File: src/rtl/ovf_event_logger.sv
// rtl/ovf_event_logger.sv - captures {q, timestamp} on overflow rising edges into a FIFO
// Status side keeps saturating event/drop counters and a sticky overflow flag.
module ovf_event_logger #(
    parameter int DATA_W = 8,
    parameter int TS_W   = 8,
    parameter int DEPTH  = 4,
    parameter int CNT_W  = 8
) (
    input  logic                       i_clk,
    input  logic                       i_rst_n,
    input  logic [DATA_W-1:0]          i_q_in,
    input  logic                       i_ovf_in,
    input  logic                       i_clear,
    output logic                       o_rd_valid,
    input  logic                       i_rd_ready,
    output logic [DATA_W+TS_W-1:0]     o_rd_data,
    output logic                       o_fifo_full,
    output logic [$clog2(DEPTH):0]     o_fifo_level,
    output logic [CNT_W-1:0]           o_event_count,
    output logic [CNT_W-1:0]           o_drop_count,
    output logic                       o_ovf_seen
);

    localparam int AW = $clog2(DEPTH);
    localparam int LW = AW + 1;

    logic [DATA_W+TS_W-1:0] r_mem [DEPTH];
    logic [AW-1:0]          r_wr_ptr;
    logic [AW-1:0]          r_rd_ptr;
    logic [LW-1:0]          r_level;
    logic [TS_W-1:0]        r_ts;
    logic                   r_ovf_prev;
    logic [CNT_W-1:0]       r_event_count;
    logic [CNT_W-1:0]       r_drop_count;
    logic                   r_ovf_seen;

    logic w_event;
    logic w_full;
    logic w_pop;
    logic w_push;
    logic w_drop;

    assign w_event = i_ovf_in & ~r_ovf_prev;
    assign w_full  = (r_level == LW'(DEPTH));
    assign w_pop   = o_rd_valid & i_rd_ready;
    // A full FIFO still accepts the event when the head leaves on the same edge.
    assign w_push  = w_event & (~w_full | w_pop);
    assign w_drop  = w_event & ~w_push;

    assign o_rd_valid    = (r_level != '0);
    assign o_rd_data     = o_rd_valid ? r_mem[r_rd_ptr] : '0;
    assign o_fifo_full   = w_full;
    assign o_fifo_level  = r_level;
    assign o_event_count = r_event_count;
    assign o_drop_count  = r_drop_count;
    assign o_ovf_seen    = r_ovf_seen;

    always_ff @(posedge i_clk) begin
        if (w_push && !i_clear) begin
            r_mem[r_wr_ptr] <= {i_q_in, r_ts};
        end
    end

    always_ff @(posedge i_clk or negedge i_rst_n) begin
        if (!i_rst_n) begin
            r_wr_ptr      <= '0;
            r_rd_ptr      <= '0;
            r_level       <= '0;
            r_ts          <= '0;
            r_ovf_prev    <= 1'b0;
            r_event_count <= '0;
            r_drop_count  <= '0;
            r_ovf_seen    <= 1'b0;
        end else begin
            r_ts       <= r_ts + TS_W'(1);
            r_ovf_prev <= i_ovf_in;
            if (i_clear) begin
                r_wr_ptr      <= '0;
                r_rd_ptr      <= '0;
                r_level       <= '0;
                r_event_count <= '0;
                r_drop_count  <= '0;
                r_ovf_seen    <= 1'b0;
            end else begin
                if (w_push) begin
                    r_wr_ptr <= r_wr_ptr + AW'(1);
                end
                if (w_pop) begin
                    r_rd_ptr <= r_rd_ptr + AW'(1);
                end
                case ({w_push, w_pop})
                    2'b10:   r_level <= r_level + LW'(1);
                    2'b01:   r_level <= r_level - LW'(1);
                    default: r_level <= r_level;
                endcase
                if (w_event) begin
                    r_ovf_seen <= 1'b1;
                    if (r_event_count != '1) begin
                        r_event_count <= r_event_count + CNT_W'(1);
                    end
                end
                if (w_drop && (r_drop_count != '1)) begin
                    r_drop_count <= r_drop_count + CNT_W'(1);
                end
            end
        end
    end

endmodule

File: config.mk
export PLATFORM = sky130hd
export DESIGN_NAME = ovf_event_logger
export DESIGN_NICKNAME = d
export VERILOG_FILES = /design/src/rtl/ovf_event_logger.sv
export SDC_FILE = /design/constraint.sdc
export NUM_CORES = 1
export LEC_CHECK = 0
export ABC_AREA = 0
export BUFFER_PORTS_ARGS = -buffer_cell sky130_fd_sc_hd__buf_2
export CELL_PAD_IN_SITES_DETAIL_PLACEMENT = 1
export CELL_PAD_IN_SITES_GLOBAL_PLACEMENT = 2
export CORE_MARGIN = 1.5
export CORE_UTILIZATION = 25
export DETAILED_ROUTE_END_ITERATION = 7
export GPL_ROUTABILITY_DRIVEN = 0
export GPL_TIMING_DRIVEN = 1
export PLACE_DENSITY = 0.53
export SYNTH_ARGS = -nofsm -noshare
export SYNTH_HDL_FRONTEND = slang
export SYNTH_SLANG_ARGS = --single-unit
File: constraint.sdc
create_clock -name i_clk -period 2.1 [get_ports i_clk]
set_input_delay 0.315 -clock i_clk [delete_from_list [all_inputs] [get_ports i_clk]]
set_output_delay 0.315 -clock i_clk [all_outputs]
set_load 0.005 [all_outputs]
==> impl_metrics.toml <==
[status]
run_status = "complete, no violations"

[sta]
fin_hold_viols = 0
fin_worst_skew_ns = 0.00615
relSlewSlack = 0.453
setup_repair_after_global_routing_missed_its_margin = "true"
max_freq_mhz = 484
final_report_setup_violation_count = 0
post-route-worst-setup-slack_ns = 0.0332
layout_worst_path_cycle_share = 0.984
finalHoldWorstSlack_ns = 0.0573
report.final.slew_viol_count = 0
worst_pin_slew_ns = 0.820
final_period_minus_worst_setup_slack_ns = 2.07

[clocking]
numCtsBuffers = 9
root_buffer_master = "sky130_fd_sc_hd__clkbuf_16"
total_number_of_h_tree_levels = 3
clkTransAtPathRegs_ns = 0.07
clk_path_buf_depth = 2
clock_insertion_delay_worst_skew_ns = 0.35
ctsHoldBuffers = 0
cts_tree = "built"
clock-sinks = 97

[yosys]
synthesis.area_mm2 = 0.00413
yosysTopAreaCellShare = 0.465
dominantRegCellSynth = "sky130_fd_sc_hd__edfxtp_1"
netlist-cell-type-count = 44
synth_largest_area_cell = "sky130_fd_sc_hd__edfxtp_1"
number_of_enable_type_register_cells_in_the_synthesized_netlist = 64
ys_ff_latch = 97
post_synth.cell_area_avg_um2 = 15.4
synth-warning-count = 0
netlist_top_cells_area = "sky130_fd_sc_hd__edfxtp_1 46%, sky130_fd_sc_hd__dfrtp_1 20%, sky130_fd_sc_hd__mux4_2 8.7%, sky130_fd_sc_hd__and2_1 3.3%, sky130_fd_sc_hd__ha_1 2.1%"
synth_fp_nets = 290
syn_inst = 269
synth.yosys.seq_area_share = 0.665
synth-async-reset-ratio = 0.340

[hold_path]
hp-class = "primary input to asynchronous set/reset pin"

[power_and_ir_drop]
worst_ir_drop_vdd_uv = 352
net-switching-power_mw = 1.42
p_int_mw = 3.75
cell_area_power_density_mw_per_mm2 = 996
power.switching_fraction = 0.274
clkPwrFrac = 0.307
power_frac_comb = 0.279
seq_power_share = 0.414
p_leak_nw = 2.00

[detailed_routing]
via_count = 2406
route.detailed.wl_per_inst_um = 15.9
vias_per_cell = 4.31
routed_wl_um = 8880
route.antenna.remaining_nets = 0
dr.pass1.iters = 4
drt-initial-drc-count = 108
remaining_drc_errors = 0

[place]
placement.cell_area_mm2 = 0.00476
dpl_worst_slack_ns = 0.00300
dpl.hpwl_um = 5800
io_buffer_count = 50

[worst_setup_path]
ff_to_ff_setup_slack_ns = 0.10
endpoint_type_of_the_worst_setup_path = "output pin"
cp_data_required_time_ns = 1.78
worst_setup_path_start_kind = "flop"
critical-path-slowest-cell = "sky130_fd_sc_hd__mux4_2"
worstPathCellList = "clkbuf_16, mux4_2, and2_1, buf_2"
worst_setup_endpoint = "o_rd_data[6]"
timing.critical_path.slowest_cell_delay_ns = 0.48
setup.worst_path.start = "r_rd_ptr[0]"
crit-reg2reg-capture = "o_fifo_level[2]"
worstPathArrival_ns = 1.75
worstSetupPathType = "flop to output pin"
timing.critical_path.fanout_max = 5
timing.reg2reg.worst_path_depth = 7
r2r_start = "o_fifo_level[1]"

[final_layout]
insertedDiodeCount = 0
final_net_count = 358
finish.instance_area_mm2 = 0.00519
area_growth_syn_to_layout_pct = 25.6
final_layout_size_suffix_gt1_frac = 0.342

[die]
initial_core_util = 0.258
die_w_um = 132
die-height_um = 132
design.die.area_mm2 = 0.0173
rows = 46
pin_count = 51
core_mm2 = 0.0160

[grt]
grt_util_all_layers = 0.109
largest_net_degree_at_the_start_of_global_routing = 34
total_grt_overflow = 0
grt_pass1_wl_um = 14200
number_of_global_route_vias_before_repair = 2606
antenna_found_initial = 0

[run]
cap_viol_max_count = 0
## worst max-delay path: cells and delay by family (launching register included)
family / cells / cell delay (ns)
AND/OR/NAND/NOR: 1 / 0.16
flip-flops: 1 / 0.45
buffers and inverters: 2 / 0.31
multiplexers: 1 / 0.48
## timing repair
action	in CTS	in global routing
pin swaps	0	3
hold endpoints to repair	0	0
gates cloned	0	1
setup endpoints to repair	12	17
resized for setup	2	24
setup buffers	0	1
## cell type report
| class | count | area (µm²) |
|---|---|---|
| multi-input combinational | 153 | 1340 |
| timing repair buffer | 69 | 524 |
| clock buffer | 10 | 229 |
| sequential | 97 | 2750 |
| tap | 216 | 270 |
| clock inverter | 6 | 57.6 |
| fill | 1740 | 10800 |
| inverter | 7 | 26.3 |
## cells by family after synthesis
group                    synth area share
adder cells (fa/ha/maj)            0.0260
buffers and inverters              0.0200
flip-flops                          0.665
AO/OA/AOI/OAI                      0.0490
multiplexers                       0.0996
XOR/XNOR                           0.0297
AND/OR/NAND/NOR                     0.111
## layer usage
layer | up-vias | share of wire | GRT usage
met4 | 0 | 0.021 | 0.0574
met3 | 11 | 0.026 | 0.0239
met5 | - | 0 | 0
li1 | 1146 | - | -
met1 | 1209 | 0.47 | 0.137
met2 | 40 | 0.49 | 0.174
## worst min path at each step
stage | start | end | slack, ns | depth (start not counted)
after floorplan | i_rst_n | o_drop_count[0] | 0.02 | 0
after global placement | i_ovf_in | r_ovf_prev | 0.45 | 1
after detailed placement | i_ovf_in | r_ovf_prev | 0.46 | 1
after CTS | i_ovf_in | r_ovf_prev | 0.08 | 1
after global routing | i_ovf_in | r_ovf_prev | 0.09 | 1
final | i_rst_n | o_event_count[5] | 0.06 | 1
## power by group through the flow
| stage | clock network [mW] | logic, mW | registers [mW] |
|---|---|---|---|
| after global placement | 0 | 1.19 | 2.16 |
| after global routing | 1.73 | 1.58 | 2.15 |
| after CTS | 1.67 | 1.22 | 2.12 |
| after detailed placement | 0 | 1.20 | 2.16 |
| final | 1.59 | 1.44 | 2.14 |
| after floorplan | 0 | 0.671 | 2.19 |
## layout by cell type, fill, tap and decap left out, types with 8 or more instances in the layout
cell type,synthesis,routed
sky130_fd_sc_hd__edfxtp_1,64,64
sky130_fd_sc_hd__buf_2,3,41
sky130_fd_sc_hd__dfrtp_1,33,32
sky130_fd_sc_hd__nor2_1,16,16
sky130_fd_sc_hd__mux4_2,16,16
sky130_fd_sc_hd__and2_1,22,13
sky130_fd_sc_hd__buf_4,0,13
sky130_fd_sc_hd__clkbuf_16,0,10
sky130_fd_sc_hd__and2_4,0,9
sky130_fd_sc_hd__a21oi_1,9,9
sky130_fd_sc_hd__buf_6,1,9
sky130_fd_sc_hd__nand3_1,8,8
sky130_fd_sc_hd__nand2_1,8,8
## Yosys cell counts (2+ instances only)
library cell                n
sky130_fd_sc_hd__nand2_1    8
sky130_fd_sc_hd__dfrtp_1   33
sky130_fd_sc_hd__o21ai_0    7
sky130_fd_sc_hd__edfxtp_1  64
sky130_fd_sc_hd__o31ai_1    2
sky130_fd_sc_hd__a21oi_1    9
sky130_fd_sc_hd__ha_1       7
sky130_fd_sc_hd__nand2b_1   2
sky130_fd_sc_hd__and4_1     2
sky130_fd_sc_hd__xor2_1     7
sky130_fd_sc_hd__nor2b_1    2
sky130_fd_sc_hd__nor3_1     4
sky130_fd_sc_hd__mux2i_1    4
sky130_fd_sc_hd__buf_2      3
sky130_fd_sc_hd__and3_1     4
sky130_fd_sc_hd__xnor2_1    7
sky130_fd_sc_hd__clkbuf_1   7
sky130_fd_sc_hd__and2_1    22
sky130_fd_sc_hd__nor2_1    16
sky130_fd_sc_hd__inv_1      7
sky130_fd_sc_hd__nand4_1    3
sky130_fd_sc_hd__mux4_2    16
sky130_fd_sc_hd__nand3_1    8
sky130_fd_sc_hd__or3_1      5
## flip-flops by register name, indices dropped and copies added (netlist names), 2 cells and up
signal,count
o_event_count,8
o_fifo_level,3
o_drop_count,8
r_ts,8
r_mem,64
r_wr_ptr,2
r_rd_ptr,2
## through the flow
step           cells  total power [mW]  utilization  setup TNS, ns
3_3_place_gp     540              3.35        0.298              0
2_1_floorplan    269              2.86            -              0
3_5_place_dp     540              3.36        0.298              0
6_report         558              5.17        0.324              0
5_1_grt          558              5.46        0.324         -0.319
4_1_cts          556              5.01        0.316       -0.00419
No activity file was read; power rests on OpenSTA's default activity.
